[src/rtl/fifo_ctrl_dpram.sv]
// Purpose : synchronous FIFO controller; owns pointers/occupancy/flags/errors, storage is an external dual-port RAM.
// Latency : push visible to pop one cycle after acceptance; pop_data/pop_valid one cycle after an accepted pop.
// Backpres: pushes while full and pops while empty are dropped (sticky overflow/underflow); 1 push + 1 pop per cycle sustained.
//
// Ports:
//   clk, rst              - single clock, asynchronous active-high reset
//   push/push_data        - write request and word
//   pop                   - read request; pop_data/pop_valid return the word one cycle later
//   full/empty/almost_full/count - occupancy status, all from registered state
//   overflow/underflow    - sticky error flags, clr_err clears them (a same-cycle set wins)
//   ram_*                 - write and read ports of the dual-port RAM (read data registered in the RAM)
module fifo_ctrl_dpram #(
    parameter int DATA_WIDTH    = 16,
    parameter int ADDRESS_SIZE  = 3,
    parameter int ADDRESS_DEPTH = 8,   // must equal 2**ADDRESS_SIZE
    parameter int AFULL_LEVEL   = 6
) (
    input  logic                    clk,
    input  logic                    rst,
    input  logic                    push,
    input  logic [DATA_WIDTH-1:0]   push_data,
    input  logic                    pop,
    output logic [DATA_WIDTH-1:0]   pop_data,
    output logic                    pop_valid,
    output logic                    full,
    output logic                    empty,
    output logic                    almost_full,
    output logic [ADDRESS_SIZE:0]   count,
    output logic                    overflow,
    output logic                    underflow,
    input  logic                    clr_err,
    output logic [DATA_WIDTH-1:0]   ram_wr_data,
    output logic                    ram_we,
    output logic [ADDRESS_SIZE-1:0] ram_wr_addr,
    output logic                    ram_re,
    output logic [ADDRESS_SIZE-1:0] ram_rd_addr,
    input  logic [DATA_WIDTH-1:0]   ram_rd_data
);

    localparam logic [ADDRESS_SIZE:0] DEPTH_C = (ADDRESS_SIZE+1)'(ADDRESS_DEPTH);
    localparam logic [ADDRESS_SIZE:0] AFULL_C = (ADDRESS_SIZE+1)'(AFULL_LEVEL);
    localparam logic [ADDRESS_SIZE:0] ONE_C   = (ADDRESS_SIZE+1)'(1);

    // Pointers carry one extra wrap bit; only the low bits address the RAM.
    logic [ADDRESS_SIZE:0] wptr_q, wptr_d;
    logic [ADDRESS_SIZE:0] rptr_q, rptr_d;
    logic [ADDRESS_SIZE:0] count_q, count_d;
    logic                  pop_valid_q, pop_valid_d;
    logic                  overflow_q, overflow_d;
    logic                  underflow_q, underflow_d;
    logic                  push_acc, pop_acc;

    // Flags come straight from the registered count, so no path from push/pop.
    always_comb begin
        full        = (count_q == DEPTH_C);
        empty       = (count_q == '0);
        almost_full = (count_q >= AFULL_C);
    end

    // A push while full is dropped even if a pop frees a slot this cycle (and
    // vice versa), so the RAM never sees a read and write to one address.
    always_comb begin
        push_acc = push & ~full  & ~rst;
        pop_acc  = pop  & ~empty & ~rst;
    end

    always_comb begin
        ram_we      = push_acc;
        ram_wr_addr = wptr_q[ADDRESS_SIZE-1:0];
        ram_wr_data = push_data;
        ram_re      = pop_acc;
        ram_rd_addr = rptr_q[ADDRESS_SIZE-1:0];
        pop_data    = ram_rd_data;
        pop_valid   = pop_valid_q;
        count       = count_q;
        overflow    = overflow_q;
        underflow   = underflow_q;
    end

    always_comb begin
        wptr_d      = wptr_q;
        rptr_d      = rptr_q;
        count_d     = count_q;
        pop_valid_d = pop_acc;
        overflow_d  = overflow_q;
        underflow_d = underflow_q;

        if (push_acc) wptr_d = wptr_q + ONE_C;
        if (pop_acc)  rptr_d = rptr_q + ONE_C;

        // Occupancy is its own register rather than wptr - rptr.
        unique case ({push_acc, pop_acc})
            2'b10:   count_d = count_q + ONE_C;
            2'b01:   count_d = count_q - ONE_C;
            default: count_d = count_q;
        endcase

        // Clear first so a simultaneous error event wins.
        if (clr_err) begin
            overflow_d  = 1'b0;
            underflow_d = 1'b0;
        end
        if (push & full)  overflow_d  = 1'b1;
        if (pop  & empty) underflow_d = 1'b1;
    end

    always_ff @(posedge clk or posedge rst) begin
        if (rst) begin
            wptr_q      <= '0;
            rptr_q      <= '0;
            count_q     <= '0;
            pop_valid_q <= 1'b0;
            overflow_q  <= 1'b0;
            underflow_q <= 1'b0;
        end else begin
            wptr_q      <= wptr_d;
            rptr_q      <= rptr_d;
            count_q     <= count_d;
            pop_valid_q <= pop_valid_d;
            overflow_q  <= overflow_d;
            underflow_q <= underflow_d;
        end
    end

endmodule

[config.mk]
export PLATFORM = sky130hd
export DESIGN_NAME = fifo_ctrl_dpram
export DESIGN_NICKNAME = d
export VERILOG_FILES = /design/src/rtl/fifo_ctrl_dpram.sv
export SDC_FILE = /design/constraint.sdc
export NUM_CORES = 1
export LEC_CHECK = 0
export ABC_AREA = 1
export CAP_MARGIN = 15
export CELL_PAD_IN_SITES_DETAIL_PLACEMENT = 0
export CELL_PAD_IN_SITES_GLOBAL_PLACEMENT = 1
export CORE_MARGIN = 3
export CORE_UTILIZATION = 23
export CTS_BUF_LIST = sky130_fd_sc_hd__clkbuf_8
export CTS_CLUSTER_DIAMETER = 100
export DETAILED_ROUTE_END_ITERATION = 10
export PLACE_DENSITY = 0.95
export SLEW_MARGIN = 10
export SYNTH_ARGS = -nofsm -noshare
export SYNTH_HDL_FRONTEND = slang
export SYNTH_SLANG_ARGS = --single-unit
[constraint.sdc]
create_clock -name clk -period 3.65 [get_ports clk]
set_input_delay 0.73 -clock clk [delete_from_list [all_inputs] [get_ports clk]]
set_output_delay 0.73 -clock clk [all_outputs]
set_load 0.01 [all_outputs]
Word level (Yosys, flattened, before mapping)
Cells that the tools add are included.
{"block": "totals", "register_bits": 15, "elab_cells": 31}
{"block": "classes", "addsub": 4, "order_cmp": 1, "eq_ne": 3, "muxes": 4, "bitwise_logic": 9, "reduce_logical": 4}
{"op": "$add 4x1->4 const B", "count": 3}
{"op": "$pmux 4 s2", "count": 1}
{"op": "$and 1x1->1", "count": 6}
{"op": "$reduce_bool 2->1", "count": 3}
{"op": "$eq 4x4->1 const B", "count": 1}
{"op": "$ge 4x3->1 const B", "count": 1}
{"op": "$logic_not 4->1", "count": 1}
{"op": "$sub 4x1->4 const B", "count": 1}
{"op": "$mux 1", "count": 3}
{"op": "$not 1->1", "count": 3}
{"op": "$eq 2x1->1 const B", "count": 1}
{"op": "$eq 2x2->1 const B", "count": 1}

Depth between registers and ports, before layout
Gate-level depths: netlist of the first run.
{"block": "logic_depth", "depth_word": 6, "mapped_depth": 12}

Worst setup path before layout of the first run
OpenSTA, ideal clock, no wires.
{"block": "synth_path", "path_type": "input to register", "startpoint": "in rst", "endpoint": "reg count_q[3], in the netlist count[3]", "t_arrival_ps": 2557, "required_ps": 3533, "path_slack_ps": 976, "path_stages": 10, "path_buffers": 0, "cell_sequence": "clkinv_1 > nand3_2 > inv_1 > ha_1 > ha_1 > or2_2 > nand2_1 > nand2_1 > nand3_1 > nand2_1"}
{"block": "synth_between", "elab_chain_cells": 4, "word_cells_on_any_way": 7, "cone_classes": "2 x eq/ne; 1 x mux; 3 x bitwise; 1 x reduce/logical"}
{"item": "from (decl)", "line_no": "19", "rtl": "input logic rst,"}
{"item": "$not 1->1 (*)", "line_no": "64", "rtl": "pop_acc = pop & ~empty & ~rst;"}
{"item": "$and 1x1->1 (*)", "line_no": "64"}
{"item": "via ram_re", "line_no": "35", "rtl": "output logic ram_re,"}
{"item": "$eq 2x1->1 / $eq 2x2->1 (equally long branches)", "line_no": "92", "rtl": "unique case ({push_acc, pop_acc})"}
{"item": "$pmux 4 s2 / $reduce_bool 2->1 (equally long branches)"}
{"item": "to (signal assigned)", "line_no": "118", "rtl": "count_q <= count_d;"}
{"item": "to (decl)", "line_no": "47", "rtl": "logic [ADDRESS_SIZE:0] count_q, count_d;"}
Mark *: on every way through the listed nets, which the timed path passes. The rest lies on a longest branch.
A chain may end at the register's enable or synchronous reset.

Worst setup path after layout of the first run
{"block": "layout_path", "startpoint": "in rst", "endpoint": "out ram_re"}
{"block": "layout_between", "elab_chain_cells": 2}
{"item": "$not 1->1", "line_no": "64"}
{"item": "$and 1x1->1", "line_no": "64"}
{"item": "to (decl)", "line_no": "35"}
No other way between the ends.

==> summary.txt, run 1 <==
Outcome
  • Status: finished, final reports clean

STA
  • Setup TNS: 0 ps
  • Final setup viols: 0
  • Fin. Hold Viols: 0
  • Final min period: 3099 ps
  • Max transition margin: 70.84%
  • Unrepaired setup endpoints after global routing: false
  • Clock skew: 3.941 ps
  • Max Slew Vio Count: 0
  • Fmax: 0.3226 GHz
  • Slew @ Worst Pin: 434.7 ps
  • Period utilization: 84.92%

Final layout
  • Fillers: 436
  • Number of diodes: 0
  • Storage cell area: 325.3 sq um
  • Multi-input logic area: 364.1 sq um
  • Layout Utilization: 26.55%
  • Final Net Count: 155
  • Area grow syn2layout: 9.608%
  • Share of layout cells above drive strength 1: 10.81%

Hold path
  • Worst min-delay path startpoint: wptr_q[1]
  • Hold Crit Class: reg2reg

Die
  • Die height: 71.60 microns
  • Core Box Area: 4086 sq um
  • Standard-cell rows: 23
  • Width of the die: 71.60 microns
  • # IOs: 87
  • Die area: 5126 sq um
  • Initial Utilization: 24.22%

Yosys
  • Most common cell in the netlist: buf_4
  • Largest area contributor in the netlist: dfrtp_1
  • Cell Area, Synth: 989.7 sq um
  • EDFF count, synth: 0
  • Synth cell count leaders: buf_4 (32), nand2_1 (25), inv_1 (14), dfrtp_1 (13), nand4_1 (6)
  • Share of synthesized area occupied by flip-flops and latches: 32.87%
  • Cells after Synth: 116
  • Asr flop ratio synth: 100.0%
  • Syn Area/Cell: 8.532 sq um
  • Synth area leaders: dfrtp_1 (33%), buf_4 (24%), nand2_1 (9.5%)
  • Flop and latch count out of synthesis: 13
  • Yosys warnings: 0
  • Synth top area share: 32.87%
  • Post-Syn Nets: 159
  • Dominant synthesized flop cell: dfrtp_1
  • Netlist cell types: 19

Route
  • Via/cell ratio: 3.975
  • Detailed-route DRC error count: 0
  • DR iter-0 viols: 56
  • Detailed Route WL: 1691 microns
  • Post-route ant nets: 0
  • Vias: 640
  • DRT Pass-1 Iters: 4
  • DR WL/cell: 10.50 microns

Clock network
  • CTS buffer count: 3
  • Post_cts resized: 0
  • Clk sinks: 13
  • Root Driver: clkbuf_8
  • Longest Clk Path Bufs: 2
  • H-tree depth: 1
  • Clock latency on the worst-skew pair: 240 ps
  • CTS hold repair buffers: 0
  • Clock Pin Slew Worst Setup and Hold Paths: 50 ps
  • TritonCTS clock tree: done
  • # Post-CTS Setup Buffers: 0

Global routing
  • Initial antenna violation count: 0
  • First-pass GRT wire length: 3029 microns
  • Vias in the first global route: 660
  • Total grt overflow: 0
  • Largest net degree at the start of global routing: 13
  • Total track usage: 7.434%

Critical path
  • Crit Reg-Reg Startpoint: count[0]
  • Startpoint types: primary input
  • Critical path launch point: rst
  • CP Max Fanout: 12
  • Crit. End Element: primary output
  • Worst Path Required: 2920 ps
  • CP arrival: 2370 ps
  • Setup CP Type: in2out

Power
  • Leak: 0.5367 nW
  • Maximum vdd drop: 0.0001492 V
  • Power per cell area: 787.8 nW/um^2

Placed design
  • # port buffers: 22
  • Post-DP HPWL: 1315 microns
  • Routability cong.: 0.7647

Run
  • Max Cap Violations: 0
==> power breakdown <==
part,switching (mW),internal (mW)
Sequential,0.0732,0.206
Clock,0.0504,0.0742
Combinational,0.216,0.235
==> final timing paths <==
kind	slack (ps)	cells after the start	end
worst max-delay path	550	5	ram_re
worst min-delay path	500	2	wptr_q[1]
worst max register to register	1510	11	count[3]
worst min register to register	500	2	wptr_q[1]
max in group asynchronous	2470	3	wptr_q[1]
min in group asynchronous	740	2	underflow
==> stage by stage <==
stage	hold slack (ps)	total power [mW]	cell area, sq um	instances	setup slack (ps)
2_1_floorplan	525.7	0.5576	989.7	116	976.1
4_1_cts	516.3	0.8730	1085	161	533.3
3_3_place_gp	490.8	0.7364	1040	157	585.6
3_5_place_dp	503.2	0.7416	1040	157	535.3
5_1_grt	538.0	0.9380	1085	161	392.8
6_report	504.7	0.8546	1085	161	550.6
==> layout by cell type, fill, tap and decap left out <==
cell,count
o21ai_2,1
dfrtp_1,13
o21ai_0,4
nor2_4,1
nand3_4,2
nand3_2,2
xnor2_1,1
or2_2,1
ha_1,5
xor2_1,3
nor2_1,1
nand2_1,25
inv_2,1
clkbuf_8,3
nand3_1,2
buf_4,1
nand4_1,6
inv_1,15
clkdlybuf4s50_1,22
fa_1,1
clkinv_1,1
==> layout make-up <==
type / instances / area share, %
Multi-Input combinational cell: 55 / 33.56
Sequential cell: 13 / 29.99
Timing Repair Buffer: 23 / 20.99
Tap cell: 50 / 5.767
Inverter: 16 / 5.536
Clock buffer: 3 / 3.806
Clock inverter: 1 / 0.3460
==> state kept, by name, indices dropped and copies added (netlist names) <==
register / count
count: 4
rptr_q: 3
wptr_q: 3
overflow: 1
pop_valid: 1
underflow: 1
==> cell families after synthesis <==
family	count (synthesis)	share of synthesized area (%)
AND/OR/NAND/NOR	40	22.00
AO/OA/AOI/OAI	5	2.908
buffers and inverters	48	30.34
adder cells (fa/ha/maj)	6	8.344
XOR/XNOR	4	3.540
flip-flops	13	32.87
==> critical path: stages <==
cell and delay [ps]:
clkdlybuf4s50_1 460, clkinv_1 350, nand3_2 240, inv_1 100
clkdlybuf4s50_1 480
==> layer usage <==
layer / share of wire, % / wire (microns) / track usage [%] / vias up
met2: 45 / 764 / 11.12 / 19
met3: 9.5 / 161 / 2.665 / 5
li1: - / - / - / 320
met1: 43 / 729 / 8.887 / 296
met4: 2.1 / 36 / 5.010 / 0
met5: 0 / 0 / 0 / -
Power figures use the tool's default switching activity.
==> run 2, diff against run 1 <==
- CORE_UTILIZATION: 23 -> 19
- PLACE_DENSITY: 0.95 -> 0.89
- clock period: 3.65 -> 2.8 ns (I/O delays scaled with it)
==> summary.txt, run 2 (synthesis results as in run 1) <==
Clock network
  • Longest Clk Path Bufs: 2 (unchanged)
  • Root Driver: clkbuf_8
  • CTS hold repair buffers: 0 (unchanged)
  • TritonCTS clock tree: done
  • Clock latency on the worst-skew pair: 240 ps (about the same)
  • Clock Pin Slew Worst Setup and Hold Paths: 60 ps (about the same)
  • CTS buffer count: 3 (unchanged)
  • Post_cts resized: 0 (unchanged)
  • # Post-CTS Setup Buffers: 0 (unchanged)
  • Clk sinks: 13 (unchanged)
  • H-tree depth: 1 (unchanged)

Critical path
  • Startpoint types: primary input
  • CP Max Fanout: 5 (-7)
  • CP arrival: 1920 ps (-450 ps)
  • R2R Setup Slk: 650 ps (-860 ps)
  • Crit. End Element: primary output
  • Worst Path Required: 2240 ps (-680 ps)
  • Setup CP Type: in2out

STA
  • Period utilization: 88.74%
  • Max Slew Vio Count: 0 (unchanged)
  • Max transition margin: 82.63% (+12 points)
  • Final setup viols: 0 (unchanged)
  • Unrepaired setup endpoints after global routing: false
  • Clock skew: 5.630 ps (+1.689 ps)
  • Fmax: 0.4025 GHz
  • Final min period: 2485 ps
  • Slew @ Worst Pin: 259.7 ps (-174.9 ps)
  • Fin. Hold Viols: 0 (unchanged)
  • Setup TNS: 0 ps (unchanged)

Power
  • Maximum vdd drop: 0.0002151 V (+44%)
  • Power per cell area: 1015 nW/um^2 (+29%)
  • Leak: 0.5415 nW (+0.90%)
  • Total power: 1.131 mW (+32%)

Route
  • Post-route ant nets: 0 (unchanged)
  • DRT Pass-1 Iters: 4 (unchanged)
  • Detailed-route DRC error count: 0 (unchanged)
  • Via/cell ratio: 3.575 (-10%)
  • DR iter-0 viols: 30 (-46%)
  • Detailed Route WL: 1908 microns (+13%)
  • Vias: 640 (unchanged)
  • DR WL/cell: 10.66 microns (+1.5%)

Global routing
  • Vias in the first global route: 714 (+8.2%)
  • First-pass GRT wire length: 3429 microns (+13%)
  • Total grt overflow: 0 (unchanged)
  • Largest net degree at the start of global routing: 12 (-1)
  • Initial antenna violation count: 0 (unchanged)
  • Total track usage: 7.282% (-0.15 points)

Final layout
  • Most common cell after layout, fill and taps aside: nand2_1
  • Area grow syn2layout: 12.52%
  • Number of diodes: 0 (unchanged)
  • Finished Layout Cells: 179 (+11%)
  • Final Net Count: 156 (+0.65%)
  • Max reg flops: 4 (unchanged)
  • Commonest cells after routing, fill and taps aside: nand2_1 (25), clkdlybuf4s50_1 (22), inv_1 (15), dfrtp_1 (13), nand4_1 (6)
  • Share of layout cells above drive strength 1: 11.61% (+0.80 points)

Placed design
  • Post-DP HPWL: 1525 microns (+16%)
  • Routability cong.: 0.8190 (+7.1%)
  • Cell total after placement: 175 (+11%)
  • # port buffers: 22 (unchanged)

Run
  • Max Cap Violations: 0 (unchanged)

Die
  • Die height: 78.18 microns (+9.2%)
  • Die area: 6111 sq um (+19%)
  • # IOs: 87 (unchanged)
  • Standard-cell rows: 25 (+8.7%)
  • Core Box Area: 4880 sq um (+19%)
  • Width of the die: 78.18 microns (+9.2%)
  • Initial Utilization: 20.28% (-3.9 points)

Hold path
  • Hold Crit Class: reg2reg

Outcome
  • Status: finished, final reports clean
## run 2: where the power goes
group | switching [mW] | internal (mW) | total [mW]
logic | 0.289 | 0.311 | 0.600
clock network | 0.0690 | 0.0969 | 0.166
registers | 0.0952 | 0.269 | 0.364
total | 0.453 | 0.677 | 1.13
## run 2: path summary, 6_finish.rpt
| path | start | to | depth (start not counted) |
|---|---|---|---|
| setup / recovery | pop | ram_re | 4 |
| max in group asynchronous | rst | rptr_q[0] | 3 |
| hold / removal | wptr_q[1] | wptr_q[1] | 2 |
| hold reg to reg | wptr_q[1] | wptr_q[1] | 2 |
| min in group asynchronous | rst | wptr_q[1] | 3 |
| setup reg to reg | count[0] | count[3] | 11 |
## run 2: final cells by class
| type | instances | area [sq um] |
|---|---|---|
| inverters | 16 | 60.06 |
| fillers | 558 | 3766 |
| flip-flops and latches | 13 | 325.3 |
| multi-input cells | 55 | 364.1 |
| repair buffers | 24 | 235.2 |
| well taps | 67 | 83.83 |
| clock inverters | 1 | 3.754 |
| clock buffers | 3 | 41.29 |
## run 2: critical path, cell delays in order
cell and delay, ps:
clkdlybuf4s50_1 560, nand3_2 130, inv_1 110, clkdlybuf4s50_1 560
## run 2: layer usage
metal	routed length, microns	share of wire, %	GRT usage (%)
met1	829	43	8.772
met2	900	47	11.30
met3	160	8.4	3.211
met4	18	0.94	2.972
met5	0	0	0
## run 2: through the flow
step                hold slack, ps  instance area (sq um)  setup WS [ps]  util, %
finish                       506.6                   1114          315.4    22.82
CTS                          514.3                   1114          301.7    22.82
detailed placement           500.1                   1069          216.3    21.90
global route                 549.8                   1114          222.4    22.82
floorplan                    444.4                  989.7          296.1        -
global placement             481.1                   1069          259.4    21.90
